[config.mk]
export PLATFORM = sky130hd
export DESIGN_NAME = hook_ctrl
export DESIGN_NICKNAME = d
export VERILOG_FILES = /design/src/rtl/hook_pkg.sv /design/src/rtl/div10.sv /design/src/rtl/hook_ctrl.sv
export SDC_FILE = /design/constraint.sdc
export NUM_CORES = 1
export LEC_CHECK = 0
export BUFFER_PORTS_ARGS = -buffer_cell sky130_fd_sc_hd__buf_2
export CAP_MARGIN = 0
export CORE_UTILIZATION = 61
export CTS_CLUSTER_DIAMETER = 120
export DETAILED_ROUTE_END_ITERATION = 6
export GPL_TIMING_DRIVEN = 0
export PLACE_DENSITY_LB_ADDON = 0.25
export RECOVER_POWER = 100
export SYNTH_ARGS = -nofsm -noshare
export SYNTH_HDL_FRONTEND = slang
export SYNTH_HIERARCHICAL = 1
export SYNTH_SLANG_ARGS = --single-unit
[constraint.sdc]
create_clock -name clk -period 5.7 [get_ports clk]
set_input_delay 1.14 -clock clk [delete_from_list [all_inputs] [get_ports clk]]
set_output_delay 1.14 -clock clk [all_outputs]
set_load 0.1 [all_outputs]
[src/rtl/hook_pkg.sv]
// rtl/hook_pkg.sv - shared constants and state type for the hook/line controller
package hook_pkg;

  localparam int POS_W = 14;
  localparam int CUT_W = 10;

  typedef enum logic [2:0] {
    ST_IDLE,
    ST_SINK,
    ST_BOTTOM,
    ST_REEL,
    ST_HOOKED,
    ST_CUT
  } state_t;

  localparam logic [POS_W-1:0] H_HOME      = 14'd2790;
  localparam logic [POS_W-1:0] V_HOME      = 14'd620;
  localparam logic [POS_W-1:0] V_MAX       = 14'd4700;
  localparam logic [POS_W-1:0] SINK_STEP   = 14'd15;
  localparam logic [POS_W-1:0] REEL_STEP   = 14'd30;
  localparam logic [POS_W-1:0] HOOKED_STEP = 14'd10;
  localparam logic [CUT_W-1:0] LINE_ROW    = 10'd62;
  localparam logic [CUT_W-1:0] CUT_STEP    = 10'd2;

endpackage

[src/rtl/div10.sv]
// rtl/div10.sv - combinational truncating divide-by-ten of a hook position into pixel rows
module div10
  import hook_pkg::*;
(
  input  logic [POS_W-1:0] dividend,
  output logic [CUT_W-1:0] quotient
);

  // Hook positions never exceed V_MAX, so the quotient always fits the row width.
  assign quotient = CUT_W'(dividend / 14'd10);

endmodule

[src/rtl/hook_ctrl.sv]
// rtl/hook_ctrl.sv - per-frame hook/line position controller; HOOK_CATCH_CNT_EN adds a catch counter
module hook_ctrl
  import hook_pkg::*;
(
  input  logic             clk,
  input  logic             rst_n,
  input  logic             frame_tick,
  input  logic             btn_cast,
  input  logic             btn_reel,
  input  logic             fish_hit,
  input  logic             cut_req,
  output logic [POS_W-1:0] h_position,
  output logic [POS_W-1:0] v_position,
  output logic             cut,
  output logic [CUT_W-1:0] cut_v,
  output logic             busy,
  output logic             catch_pulse
`ifdef HOOK_CATCH_CNT_EN
  ,
  output logic [7:0]       catch_cnt
`endif
);

  state_t           state_q, state_d;
  logic [POS_W-1:0] v_q, v_d;
  logic [CUT_W-1:0] cut_v_q, cut_v_d;
  logic             catch_q, catch_d;
  logic [CUT_W-1:0] v_row;
  logic [POS_W-1:0] sink_v, reel_v, hooked_v;
  logic [CUT_W-1:0] cut_dec;

  div10 u_div10 (
    .dividend (v_q),
    .quotient (v_row)
  );

  // Saturating steps: the bound is tested before the add/subtract so nothing wraps.
  assign sink_v   = (v_q >= V_MAX - SINK_STEP)    ? V_MAX    : v_q + SINK_STEP;
  assign reel_v   = (v_q <= V_HOME + REEL_STEP)   ? V_HOME   : v_q - REEL_STEP;
  assign hooked_v = (v_q <= V_HOME + HOOKED_STEP) ? V_HOME   : v_q - HOOKED_STEP;
  assign cut_dec  = (cut_v_q <= LINE_ROW + CUT_STEP) ? LINE_ROW : cut_v_q - CUT_STEP;

  always_comb begin
    state_d = state_q;
    v_d     = v_q;
    cut_v_d = cut_v_q;
    catch_d = 1'b0;
    case (state_q)
      ST_IDLE: begin
        if (btn_cast) state_d = ST_SINK;
      end
      ST_SINK, ST_BOTTOM, ST_REEL: begin
        // Any taken transition swallows a coincident frame step.
        if (cut_req) begin
          state_d = ST_CUT;
          cut_v_d = v_row;
        end else if (fish_hit) begin
          state_d = ST_HOOKED;
        end else if (btn_reel && state_q != ST_REEL) begin
          state_d = ST_REEL;
        end else if (frame_tick) begin
          if (state_q == ST_SINK) begin
            v_d = sink_v;
            if (sink_v == V_MAX) state_d = ST_BOTTOM;
          end else if (state_q == ST_REEL) begin
            v_d = reel_v;
            if (reel_v == V_HOME) state_d = ST_IDLE;
          end
        end
      end
      ST_HOOKED: begin
        if (cut_req) begin
          state_d = ST_CUT;
          cut_v_d = v_row;
        end else if (frame_tick) begin
          v_d = hooked_v;
          if (hooked_v == V_HOME) begin
            state_d = ST_IDLE;
            catch_d = 1'b1;
          end
        end
      end
      ST_CUT: begin
        if (frame_tick) begin
          cut_v_d = cut_dec;
          if (cut_dec == LINE_ROW) begin
            state_d = ST_IDLE;
            v_d     = V_HOME;
          end else begin
            v_d = sink_v;
          end
        end
      end
      default: state_d = ST_IDLE;
    endcase
  end

  always_ff @(posedge clk or negedge rst_n) begin
    if (!rst_n) begin
      state_q <= ST_IDLE;
      v_q     <= V_HOME;
      cut_v_q <= LINE_ROW;
      catch_q <= 1'b0;
    end else begin
      state_q <= state_d;
      v_q     <= v_d;
      cut_v_q <= cut_v_d;
      catch_q <= catch_d;
    end
  end

`ifdef HOOK_CATCH_CNT_EN
  logic [7:0] cnt_q;

  always_ff @(posedge clk or negedge rst_n) begin
    if (!rst_n) begin
      cnt_q <= 8'd0;
    end else if (catch_d && cnt_q != 8'hff) begin
      cnt_q <= cnt_q + 8'd1;
    end
  end

  assign catch_cnt = cnt_q;
`endif

  assign h_position  = H_HOME;
  assign v_position  = v_q;
  assign cut         = (state_q == ST_CUT);
  assign cut_v       = cut_v_q;
  assign busy        = (state_q != ST_IDLE);
  assign catch_pulse = catch_q;

endmodule

==> flow_summary.ini <==
[synth]
synth_flop_cell = dfrtp_1
seq_area_frac_synth = 0.154
syn_area_per_cell_um2 = 7.04
synth_area_um2 = 4620
yosys.area.top_type_share = 0.0976
synth-async-reset-ratio = 1.00
synth_top_cell_by_area = dfrtp_1
yosys_register_bits = 28
synth_edf_count = 0
synth_warnings = 6
synthCells = 656
synthDistinctLibCells = 96
yosys-top-cells-area = dfrtp_1 (9.8%), dfstp_2 (5.7%), o21ai_0 (5.0%)

[cts]
path_clk_slew_ns = 0.12
cts_buffer_depth = 2
cts.sinks = 28
post-cts-setup-buffers = 0
cts_resized = 0
root_buffer = clkbuf_8
h-tree-depth = 1
cts_tree = done
insertion_delay_ns = 0.30
cts_buffers = 3
hold_buffers = 0

[worst_setup_path]
arrival_ns = 5.36
cp-end-kind = register
setup.worst_path.start_class = register
critPathTopFamily = compound AO/OA/AOI/OAI gates
critPathBufInv = 6
crit_top_cell = buf_2
worstPathRequired_ns = 5.90
worst-setup-path-type = reg2reg
slowest_delay_ns = 0.50
cp_slowest_cell = a221oi_1
crit_fanout = 10
path_cells = clkbuf_1, clkbuf_1, xnor2_1, a221oi_1, buf_2, buf_2, nor2_1, a211oi_1, o311ai_1, buf_2, a31oi_1, o31ai_1, o21ai_1, clkinv_1, mux2_2, a221oi_1, o21ai_1, nand2_1, nand2_1

[drt]
num_vias = 5722
routed_via_density = 7.12
drc = 0
drt_iter0_drc = 696
wl_per_cell_um = 20.9
antenna_left = 0
wl_um = 16800
drt-pass1-iter-count = 6

[timing]
worst_hold_slack_ns = 0.504
setup_slack_ns = 0.548
fin_skew_ns = 0.00380
setup_viol = 0
worst_slew_pin_slew_ns = 1.75
max_freq_mhz = 194
finalCriticalPeriod_ns = 5.15
slew_headroom = -0.170
hold_viol = 0
rsz0062_at_grt = no
final.period_utilization = 0.904
tns_ns = 0
slew_violations = 29

[floorplanning]
fp.coreArea_um2 = 7290
die_w_um = 89
rows = 31
ioPinCount = 48
die-area_um2 = 7920
start_util = 0.633
fp.dieH_um = 89

[hold_path]
hp-class = reg2reg

[placement]
pre_cts_slack_ns = 1.09
gp_congestion = 1.13
port_buffers = 33
hpwlAfterDp_um = 12300

[cells_and_area]
diodes = 0
fillers = 682
syn_to_final_growth_pct = 7.83
layout-drive-gt1-share = 0.0950
fin_nets = 720

[global_route]
grt_max_degree = 29
antenna_found_initial = 0
grt_pass1_wl_um = 25500
grt_overflow_total = 0
first_global_vias = 5131
grt_usage = 0.420

[job]
drv_cap = 1

[run_status]
violations = capacitance limit, slew limit
status = finished, violations left
worst min-delay path, cell delays in order, from the launching register on:
cell	delay [ns]
dfstp_2	0.40
nand2_1	0.04
o21ai_0	0.07
through the flow:
stage / cell area [um2] / utilization / cells
final: 4980 / 0.683 / 804
after global routing: 4980 / 0.683 / 804
after CTS: 5020 / 0.689 / 804
after detailed placement: 4950 / 0.679 / 800
after global placement: 4950 / 0.679 / 800
after floorplan: 4660 / - / 668
placed cells by master (no fill, tap or decap), types with 8 or more instances in the layout:
| cell | synthesis | layout |
|---|---|---|
| and3_1 | 12 | 12 |
| clkbuf_1 | 35 | 65 |
| nand2_1 | 51 | 51 |
| a21oi_1 | 44 | 44 |
| conb_1 | 2 | 14 |
| nor2b_1 | 9 | 9 |
| a31oi_1 | 10 | 10 |
| dfrtp_1 | 18 | 18 |
| buf_2 | 9 | 12 |
| nand2b_1 | 10 | 10 |
| nor3_1 | 19 | 19 |
| nor2_1 | 53 | 53 |
| or3_1 | 13 | 13 |
| nand4_1 | 13 | 13 |
| a21o_1 | 9 | 9 |
| xnor2_1 | 20 | 20 |
| buf_4 | 17 | 17 |
| dfstp_2 | 10 | 9 |
| nor4_1 | 11 | 11 |
| a211oi_1 | 11 | 11 |
| nand3_1 | 24 | 24 |
| o21ai_0 | 46 | 46 |
| inv_1 | 25 | 25 |
| or4_1 | 8 | 8 |
cells by family (layout without fill, tap and decap cells):
family	count (synthesis)	in the layout	share of synthesized area
AO/OA/AOI/OAI	227	227	0.349
XOR/XNOR	27	27	0.0512
adder cells (fa/ha/maj)	9	9	0.0236
buffers and inverters	97	134	0.103
flip-flops	28	28	0.154
multiplexers	3	3	0.00678
other	2	14	0.00163
AND/OR/NAND/NOR	263	263	0.311
per-layer routing:
layer  track usage  wire [um]  vias up
met4         0.260       1150        0
met1         0.516       6210     2589
li1              -          -     2567
met3        0.0665       1930      111
met2         0.690       7520      455
met5             0          0        -
worst paths after layout:
path	start	to	slack (ns)	cells past startpoint
worst max-delay path	v_position[11]$_DFFE_PN0P_	cut_v[0]$_DFFE_PN0P_	0.55	19
worst min-delay path	cut_v[2]$_DFFE_PN1P_	cut_v[2]$_DFFE_PN1P_	0.50	2
worst max register to register	v_position[11]$_DFFE_PN0P_	cut_v[0]$_DFFE_PN0P_	0.55	19
worst min register to register	cut_v[2]$_DFFE_PN1P_	cut_v[2]$_DFFE_PN1P_	0.50	2
max in group asynchronous	rst_n	v_position[10]$_DFFE_PN0P_	3.42	1
min in group asynchronous	rst_n	cut_v[7]$_DFFE_PN0P_	1.28	1
Yosys cell counts (all sizes together) (14+ instances only):
library cell	n
dfrtp	18
a21oi	44
nand3	24
nor2	53
nor3	20
xnor2	20
inv	27
buf	32
o21ai	51
or3	14
clkbuf	36
nand2	53
area by class of cell:
| class | count | area, um2 | share of cell area |
|---|---|---|---|
| Tap cell | 99 | 124 | 0.0249 |
| Timing Repair Buffer | 33 | 130 | 0.0261 |
| Clock buffer | 3 | 41.3 | 0.00829 |
| Sequential cell | 28 | 713 | 0.143 |
| Multi-Input combinational cell | 543 | 3470 | 0.696 |
| Clock inverter | 1 | 30.0 | 0.00603 |
| Buffer | 68 | 363 | 0.0729 |
| Inverter | 29 | 111 | 0.0224 |
sequential cells by signal, summed over array words and instances, names as in the netlist:
| register | count |
|---|---|
| v_position | 14 |
| cut_v | 10 |
| state_q | 3 |
| catch_pulse | 1 |
Power is not shown: default switching activity piles up to over one toggle a cycle in this logic, so the estimate is an artifact.
